<file path="src/rtl/counter_nbit_pkg.sv">
// Shared types and helpers for the N-bit LED counter and its prescaler.
package counter_nbit_pkg;

  typedef enum logic {
    DIR_DOWN = 1'b0,
    DIR_UP   = 1'b1
  } dir_e;

  // Prescaler register width: never narrower than one bit, even for DIV_CYCLES of 1 or 2.
  function automatic int unsigned pre_width(input int unsigned div_cycles);
    return (div_cycles <= 2) ? 1 : $clog2(div_cycles);
  endfunction

endpackage

</file>
<file path="src/rtl/counter_nbit_tick_gen.sv">
// Clock-enable prescaler: raises hit on the enabled cycle that completes a DIV_CYCLES period.
module counter_nbit_tick_gen
  import counter_nbit_pkg::*;
#(
  parameter int unsigned DIV_CYCLES = 100_000_000
) (
  input  logic clk,
  input  logic reset,
  input  logic en,
  input  logic clr,
  output logic hit
);

  localparam int unsigned PW = pre_width(DIV_CYCLES);
  localparam logic [PW-1:0] PRE_LAST = PW'(DIV_CYCLES - 1);

  logic [PW-1:0] pre_q, pre_d;

  // With DIV_CYCLES=1 every enabled cycle hits, so pre never leaves 0.
  assign hit = en && (pre_q == PRE_LAST);

  always_comb begin
    pre_d = pre_q;
    if (clr || hit) begin
      pre_d = '0;
    end else if (en) begin
      pre_d = pre_q + PW'(1);
    end
  end

  always_ff @(posedge clk or negedge reset) begin
    if (!reset) begin
      pre_q <= '0;
    end else begin
      pre_q <= pre_d;
    end
  end

endmodule

</file>
<file path="src/rtl/counter_nbit.sv">
// N-bit up/down LED counter with prescaled steps, synchronous load, wrap/saturate and tick/tc pulses.
module counter_nbit
  import counter_nbit_pkg::*;
#(
  parameter int unsigned WIDTH      = 4,
  parameter int unsigned DIV_CYCLES = 100_000_000,
  parameter bit          SATURATE   = 1'b0
) (
  input  logic             clk,
  input  logic             reset,
  input  logic             en,
  input  logic             dir,
  input  logic             load,
  input  logic [WIDTH-1:0] load_val,
  output logic [WIDTH-1:0] led,
  output logic             tick,
  output logic             tc
);

  localparam logic [WIDTH-1:0] MAX_VAL = '1;

  logic             hit;
  logic [WIDTH-1:0] led_q, led_d, next_val;
  logic             tick_q, tick_d;
  logic             tc_q, tc_d;
  logic             at_bound;

  counter_nbit_tick_gen #(
    .DIV_CYCLES(DIV_CYCLES)
  ) u_tick_gen (
    .clk  (clk),
    .reset(reset),
    .en   (en),
    .clr  (load),
    .hit  (hit)
  );

  // Next count and bound detection for the current direction.
  always_comb begin
    at_bound = 1'b0;
    next_val = led_q;
    if (dir_e'(dir) == DIR_UP) begin
      at_bound = (led_q == MAX_VAL);
      if (!at_bound) begin
        next_val = led_q + WIDTH'(1);
      end else if (!SATURATE) begin
        next_val = '0;
      end
    end else begin
      at_bound = (led_q == '0);
      if (!at_bound) begin
        next_val = led_q - WIDTH'(1);
      end else if (!SATURATE) begin
        next_val = MAX_VAL;
      end
    end
  end

  // Load wins over a coincident step; the step is simply dropped.
  always_comb begin
    led_d  = led_q;
    tick_d = 1'b0;
    tc_d   = 1'b0;
    if (load) begin
      led_d = load_val;
    end else if (hit) begin
      led_d  = next_val;
      tick_d = 1'b1;
      tc_d   = at_bound;
    end
  end

  always_ff @(posedge clk or negedge reset) begin
    if (!reset) begin
      led_q  <= '0;
      tick_q <= 1'b0;
      tc_q   <= 1'b0;
    end else begin
      led_q  <= led_d;
      tick_q <= tick_d;
      tc_q   <= tc_d;
    end
  end

  assign led  = led_q;
  assign tick = tick_q;
  assign tc   = tc_q;

endmodule
</file>
<file path="config.mk">
export PLATFORM = sky130hd
export DESIGN_NAME = counter_nbit
export DESIGN_NICKNAME = d
export VERILOG_FILES = /design/src/rtl/counter_nbit_pkg.sv /design/src/rtl/counter_nbit_tick_gen.sv /design/src/rtl/counter_nbit.sv
export SDC_FILE = /design/constraint.sdc
export NUM_CORES = 1
export LEC_CHECK = 0
export CORE_MARGIN = 5
export CORE_UTILIZATION = 45
export CTS_CLUSTER_SIZE = 30
export DETAILED_ROUTE_END_ITERATION = 8
export PLACE_DENSITY = 0.71
export SLEW_MARGIN = 20
export SYNTH_ARGS = -nofsm -noshare
export SYNTH_HDL_FRONTEND = slang
export SYNTH_HIERARCHICAL = 1
export SYNTH_SLANG_ARGS = --single-unit
</file>
<file path="constraint.sdc">
create_clock -name clk -period 2.3 [get_ports clk]
set_input_delay 0.69 -clock clk [delete_from_list [all_inputs] [get_ports clk]]
set_output_delay 0.69 -clock clk [all_outputs]
set_load 0.02 [all_outputs]
</file>
==> impl_metrics.tcl <==
set metrics [dict create \
    nNetsFinal 242 \
    p_per_area_nw_per_um2 566 \
    ys_warn_count 6 \
    yosys-top-cells-count "dfrtp_1, nand2_1, a21oi_1" \
    h-tree-depth 2 \
    ys_seq_elements 33 \
    dieArea_um2 5510 \
    max_cap_viol_count 0 \
    seq_area_um2 826 \
    slew_viol_final 0 \
    wl_met3_um 137 \
    slew_headroom 0.730 \
    crit_required_ns 2.51 \
    vias_per_cell 5.66 \
    fin_crit_sh 0.952 \
    whs_ns 0.584 \
    hold_path_depth 2 \
    path_max_fanout 7 \
    status "complete, no violations" \
    syn_inst 196 \
    grt_util_all_layers 0.170 \
    cts_hold_buf 0 \
    finClkSkew_ns 0.0104 \
    pre_cts_ws_ns -0.415 \
    clockBufferDepth 2 \
    drt_wl_total_um 4130 \
    num_rows 23 \
    synth-simple-area-share 0.279 \
    yosysSeqAreaShare 0.444 \
    synthMuxAreaShare 0.0290 \
    synth_ff_type "dfrtp_1" \
    cts_tree "yes" \
    grt_max_degree 34 \
    fin_crit_ns 2.19 \
    dr.pass1.iters 4 \
    initial_core_util 0.464 \
    yosysUniqueCellTypes 40 \
    wl_met1_um 1980 \
    io_pins 15 \
    synth_top_area_share 0.444 \
    cts_buffers 5 \
    route.detailed.drc 0 \
    antenna_found_initial 0 \
    yosys-top-cells-area "dfrtp_1, a21oi_1, nand2_1, xnor2_1, xor2_1" \
    die_w_um 74.3 \
    place.gp.congestion 0.774 \
    synthAdderAreaFrac 0.0202 \
    clk_pin_slew_ns 0.06 \
    num_antenna_cells 0 \
    max_freq_mhz 457 \
    portBuffers 14 \
    top_layer_used "met4" \
    synth_top_family_by_area "simple AND/OR/NAND/NOR gates" \
    clock_latency_ns 0.29 \
    core_um2 4000 \
    cp.arrival_ns 2.40 \
    path_class "input pin to flop" \
    area_growth_pct 25.3 \
    fin_total_pwr_mw 1.32 \
    hold_path.class "flop to flop" \
    synth_area_um2 1860 \
    wl_per_cell_um 14.7 \
    grt_pass1_vias 1591 \
    grt_pass1_wl_um 7170 \
    worst_pin_slew_ns 0.400 \
    leakage_nw 0.943 \
    drive_gt1_frac 0.203 \
    endpoint_kind "flop" \
    synth_xor_area_frac 0.0660 \
    fp.dieH_um 74.3 \
    syn-num-nets 208 \
    reg2reg_depth 5 \
    synth_area_per_cell_um2 9.48 \
    synth_edf_count 0 \
    ir_drop_mv 0.232 \
    yosysTopAreaCell "dfrtp_1" \
    grt-ovfl-total 0 \
    final_core_util 0.582 \
    final-instance-count-excl-fill 281 \
    worst_slack_ns 0.111 \
    dpl.cell_count 272 \
    wl_met2_um 1960 \
    setup_viol 0 \
    route.vias.total 1590 \
    clkSinkCount 33 \
    hold_violations 0 \
    cts-root-buf "clkbuf_8" \
    drtIter0Drc 69 \
    dp_hpwl_um 2850 \
    rsz0062_at_grt "false" \
    synth_compound_area_frac 0.125 \
    start_kind "input pin" \
    synth.most_common_cell "dfrtp_1" \
    async_reset_ff_frac 1.00 \
    multi_input_area_um2 992 \
    antenna_left 0 \
    nFillCells 365 \
]
## per-stage QoR
step / TNS, ns / instance area (um2)
after global routing: 0 / 2330
after floorplan: 0 / 1870
final: 0 / 2330
after CTS: 0 / 2330
after global placement: -7.52 / 2180
after detailed placement: -8.35 / 2180
## final timing paths
check                                                 start                          endpoint  slack [ns]
min                        u_tick_gen/pre_q[25]$_DFFE_PN0P_  u_tick_gen/pre_q[25]$_DFFE_PN0P_        0.58
max reg2reg                 u_tick_gen/pre_q[0]$_DFFE_PN0P_  u_tick_gen/pre_q[26]$_DFFE_PN0P_        0.19
min reg2reg                u_tick_gen/pre_q[25]$_DFFE_PN0P_  u_tick_gen/pre_q[25]$_DFFE_PN0P_        0.58
min in group asynchronous                             reset  u_tick_gen/pre_q[19]$_DFFE_PN0P_        0.80
max in group asynchronous                             reset  u_tick_gen/pre_q[22]$_DFFE_PN0P_        1.20
max                                                      en  u_tick_gen/pre_q[26]$_DFFE_PN0P_        0.11
## layout make-up
class / count / share of cell area
clock buffers: 7 / 0.0371
clock inverters: 1 / 0.0129
inverters: 6 / 0.00968
multi-input cells: 148 / 0.426
flip-flops and latches: 33 / 0.355
well taps: 50 / 0.0269
repair buffers: 36 / 0.132
## per-layer routing
| layer | GRT usage | vias to the layer above |
|---|---|---|
| met5 | 0 | - |
| met4 | 0.0632 | 0 |
| met3 | 0.0459 | 5 |
| met2 | 0.286 | 24 |
| met1 | 0.209 | 769 |
| li1 | - | 792 |
## power by group
part / leakage, nW / switching, mW / total, mW / internal, mW
clock network: 0.0585 / 0.219 / 0.572 / 0.353
logic: 0.433 / 0.0652 / 0.130 / 0.0651
registers: 0.452 / 0.0218 / 0.614 / 0.593
## state kept, by name, indices dropped and copies added, names as in the netlist
| name | cells |
|---|---|
| tick | 1 |
| tc | 1 |
| led | 4 |
| u_tick_gen/pre_q | 27 |
## cells by family (layout without fill, tap and decap cells)
logic type,Yosys count,in the layout
and+or+nand+nor,86,86
AOI/OAI and AO/OA,40,40
DFF,33,33
buffers and inverters,15,50
xor gates and xnor gates,14,14
muxes,5,5
adders and majority gates,3,3
## worst max-delay path: stages
cell	delay [ns]
dlygate4sd2_1	0.23
buf_6	0.11
nand4_4	0.10
or4_4	0.60
or4b_1	0.53
a21oi_2	0.13
## timing repair
item,CTS,global route
setup endpoints to repair,15,0
buffers inserted,1,0
gates resized for setup,8,0
## cell usage in the layout, fill, tap and decap left out, types with 4 or more instances in the layout
cell type        count
dfrtp_1             33
buf_4               21
nand2_1             18
a21oi_1             16
nor2_1              15
clkdlybuf4s50_1     13
o21ai_0             10
nand4_1              9
nand3_1              8
xnor2_1              7
xor2_1               7
inv_1                6
or4_1                6
clkbuf_8             6
nor4_1               4
o31ai_1              4
Power figures use the tool's default switching activity.
